## config.mk

```make
export PLATFORM = sky130hd
export DESIGN_NAME = mux_ex
export DESIGN_NICKNAME = d
export VERILOG_FILES = /design/src/rtl/ex_pkg.sv /design/src/rtl/mux2.sv /design/src/rtl/mux_ex.sv
export SDC_FILE = /design/constraint.sdc
export NUM_CORES = 1
export LEC_CHECK = 0
export BUFFER_PORTS_ARGS = -buffer_cell sky130_fd_sc_hd__buf_2
export CORE_AREA = 3 3 40 42
export CTS_CLUSTER_SIZE = 14
export DETAILED_ROUTE_END_ITERATION = 8
export DIE_AREA = 0 0 43 45
export PLACE_DENSITY = 0.43
export SYNTH_ARGS = -nofsm -noshare
export SYNTH_HDL_FRONTEND = slang
export SYNTH_SLANG_ARGS = --single-unit
```

## constraint.sdc

```tcl
create_clock -name clk -period 0.9 [get_ports clk]
set_clock_uncertainty 0.2 [all_clocks]
set_input_delay 0.045 -clock clk [delete_from_list [all_inputs] [get_ports clk]]
set_output_delay 0.045 -clock clk [all_outputs]
set_load 0.005 [all_outputs]
```

## src/rtl/ex_pkg.sv

```systemverilog
// rtl/ex_pkg.sv - shared constants for the execute-stage register-address path
package ex_pkg;

    localparam int REG_ADDR_W = 5;

    localparam logic SEL_A = 1'b0;
    localparam logic SEL_B = 1'b1;

    // Register $zero: writes to it are discarded, so it doubles as the bubble value.
    localparam logic [REG_ADDR_W-1:0] REG_ZERO = '0;

endpackage

```

## src/rtl/mux2.sv

```systemverilog
// rtl/mux2.sv - generic 2:1 combinational mux with X-propagating select
module mux2
    import ex_pkg::*;
#(
    parameter int WIDTH = REG_ADDR_W
) (
    input  logic [WIDTH-1:0] a,
    input  logic [WIDTH-1:0] b,
    input  logic             sel,
    output logic [WIDTH-1:0] y
);

    // An unknown select must poison the result rather than quietly pick a side.
    always_comb begin
        case (sel)
            SEL_A:   y = a;
            SEL_B:   y = b;
            default: y = 'x;
        endcase
    end

endmodule

```

## src/rtl/mux_ex.sv

```systemverilog
// rtl/mux_ex.sv - EX-stage destination-register select with registered EX/MEM copy
module mux_ex
    import ex_pkg::*;
#(
    parameter int WIDTH = REG_ADDR_W
) (
    input  logic             clk,
    input  logic             rst_n,
    input  logic             en,
    input  logic             flush,
    input  logic [WIDTH-1:0] a,
    input  logic [WIDTH-1:0] b,
    input  logic             sel,
    output logic [WIDTH-1:0] y,
    output logic [WIDTH-1:0] y_q
);

    logic [WIDTH-1:0] w_y;
    logic [WIDTH-1:0] r_y_q;

    mux2 #(
        .WIDTH (WIDTH)
    ) u_mux2 (
        .a   (a),
        .b   (b),
        .sel (sel),
        .y   (w_y)
    );

    // Reset and flush both insert a bubble targeting $zero; en=0 is a stall.
    always_ff @(posedge clk) begin
        if (!rst_n) begin
            r_y_q <= WIDTH'(REG_ZERO);
        end else if (flush) begin
            r_y_q <= WIDTH'(REG_ZERO);
        end else if (en) begin
            r_y_q <= w_y;
        end
    end

    assign y   = w_y;
    assign y_q = r_y_q;

endmodule

```

==> results.py <==
metrics = {
    "logic_synthesis": {
        "synth_area_leaders": "dfxtp_1, mux2i_1, a211oi_1",
        "synth.net_count": 43,
        "synth_cells": 28,
        "syn_area_per_cell_um2": 8.848,
        "yosysSeqAreaShare_pct": 40.40,
        "synth_top_area_share_pct": 40.40,
        "synth_top_cell_by_area": "dfxtp_1",
        "ys_warn_count": 0,
        "synth_area_um2": 247.7,
        "yosys.cell_types.count": 8,
        "synth-seq-cells": 5,
    },
    "die": {
        "dieHeight_um": 45,
        "die_x_um": 43,
        "rows": 13,
        "core_area_um2": 1285,
        "start_util_pct": 19.28,
        "dieArea_um2": 1935,
        "pin_count": 25,
    },
    "critical_path": {
        "cp.required_ns": 0.65,
        "path_buf_inv": 1,
        "cp-start-kind": "register",
        "crit_family": "flip-flops",
        "cpMaxStageDelayCell": "dfxtp_2",
        "crit_type": "reg -> out",
        "max_stage_delay_ns": 0.31,
        "end_kind": "output port",
        "cp_cell_sequence": "buf_2",
        "worstPathArrival_ns": 0.66,
        "crit_fanout": 2,
    },
    "timing": {
        "fin_setup_tns_ns": -0.03179,
        "hold_violations": 5,
        "worst_slack_ns": -0.009894,
        "fmax_ghz": 1.099,
        "period_share_pct": 101.1,
        "fin_crit_ns": 0.9099,
        "drv_slew": 0,
        "holdWs_ns": -0.08725,
        "setup_viol": 5,
        "slew_headroom_pct": 86.13,
        "tightestPinTransition_ns": 0.2023,
        "rsz0062_at_grt": "yes",
    },
    "clock_network": {
        "path_clk_slew_ns": 0.04,
        "tritoncts": "built",
        "cts_buffer_depth": 2,
        "cts_root_buffer": "clkbuf_4",
        "cts_buffers": 3,
        "htreeDepth": 1,
        "cts_sinks": 5,
        "clk-insertion-delay-late_ns": 0.24,
    },
    "layout": {
        "area_delta_synth_final_pct": 71.21,
        "layout_common_cells": "buf_2, inv_1, nor2_1, a211oi_1, dfxtp_2",
        "instances_no_fill": 70,
        "postLayoutCoreUtil_pct": 33.01,
        "layout-drive-gt1-share_pct": 65.45,
        "antenna_cells": 0,
        "nNetsFinal": 71,
        "fillers": 148,
        "final_common_cell": "buf_2",
        "largest_reg_flops": 5,
    },
    "global_routing": {
        "grt_pass1_wl_um": 924,
        "use_met3_pct": 1.594,
        "grt_most_used_layer": "met4",
        "met1_usage_pct": 8.293,
        "grt_pass1_vias": 248,
        "antenna_found_initial": 0,
        "use_met2_pct": 8.084,
        "gr-total-overflow": 0,
        "grt_max_degree": 11,
        "grt_usage_pct": 6.940,
    },
    "pwr": {
        "pwr_density_cell_nw_per_um2": 1458,
        "vdd_drop_max_uv": 380.3,
        "p_total_uw": 618.4,
        "leakage_nw": 0.2306,
    },
    "route": {
        "remaining_drc_errors": 0,
        "wl_per_cell_um": 9.071,
        "drtAntennaViolNets": 0,
        "via_count": 271,
        "firstDrtPassIters": 1,
        "via_per_inst": 3.871,
        "drt_iter0_markers": 0,
        "routed_wl_um": 635,
    },
    "placement": {
        "gp_congestion": 0.6429,
        "place_inst": 65,
        "portBuffers": 24,
        "hpwl_um": 534.6,
    },
    "run_status": {
        "violations": "hold timing, setup timing",
        "outcome": "finished, violations left",
    },
    "job": {
        "maxCapViolations": 0,
    },
    "min_path": {
        "hold_class": "in -> reg",
    },
}
[layout make-up]
| type | instances | area, µm² | area share, % |
|---|---|---|---|
| timing repair buffer | 25 | 130.1 | 30.68 |
| clock buffer | 4 | 26.28 | 6.195 |
| multi-input combinational | 16 | 123.9 | 29.20 |
| tap | 15 | 18.77 | 4.425 |
| sequential | 5 | 106.4 | 25.07 |
| inverter | 5 | 18.77 | 4.425 |
[path summary, 6_finish.rpt]
path / start / end / slack (ns) / depth (start not counted)
hold reg to reg: y_q[2]$_SDFFE_PP0P_ / y_q[2]$_SDFFE_PP0P_ / 0.28 / 2
setup reg to reg: y_q[2]$_SDFFE_PP0P_ / y_q[2]$_SDFFE_PP0P_ / 0.09 / 2
setup / recovery: y_q[3]$_SDFFE_PP0P_ / y_q[3] / -0.01 / 1
hold / removal: en / y_q[4]$_SDFFE_PP0P_ / -0.09 / 2
[synthesized netlist by cell type, drive strengths merged]
master,instances
a211oi,5
buf,1
clkbuf,1
dfxtp,5
inv,5
mux2i,5
nand2b,1
nor2,5
[cell families after synthesis]
| logic type | Yosys count | share of synthesized area [%] |
|---|---|---|
| mux | 5 | 20.20 |
| buf+inv | 7 | 14.14 |
| simple gates | 6 | 10.10 |
| compound gates | 5 | 15.15 |
| flops | 5 | 40.41 |
[report_power, final]
part	leakage (nW)	switching (mW)	internal, mW
clock network	0.0150	0.0873	0.167
logic	0.173	0.0549	0.0704
registers	0.0430	0.00414	0.234
[through the flow]
stage                     cell area, µm²  setup WS (ns)  hold WS (ns)
after global routing               424.2       -0.03345      -0.06130
after floorplan                    247.7         0.1138      0.008136
after CTS                          420.4       -0.02367      -0.09803
after global placement             370.4       -0.01566        0.1829
after detailed placement           370.4       -0.02924        0.1662
final                              424.2      -0.009894      -0.08725
[what timing repair did]
item                                    CTS  global route
buffers inserted                          1             0
hold endpoints to repair                  5             5
gates resized for setup                   8             1
endpoints found under the setup margin    9             6
[routing by layer]
layer / vias up / routed length, µm
met4: 0 / 0
met5: - / 0
met1: 110 / 286
li1: 146 / -
met3: 0 / 62
met2: 15 / 286
Note: power is estimated with default switching activity, not from simulation.
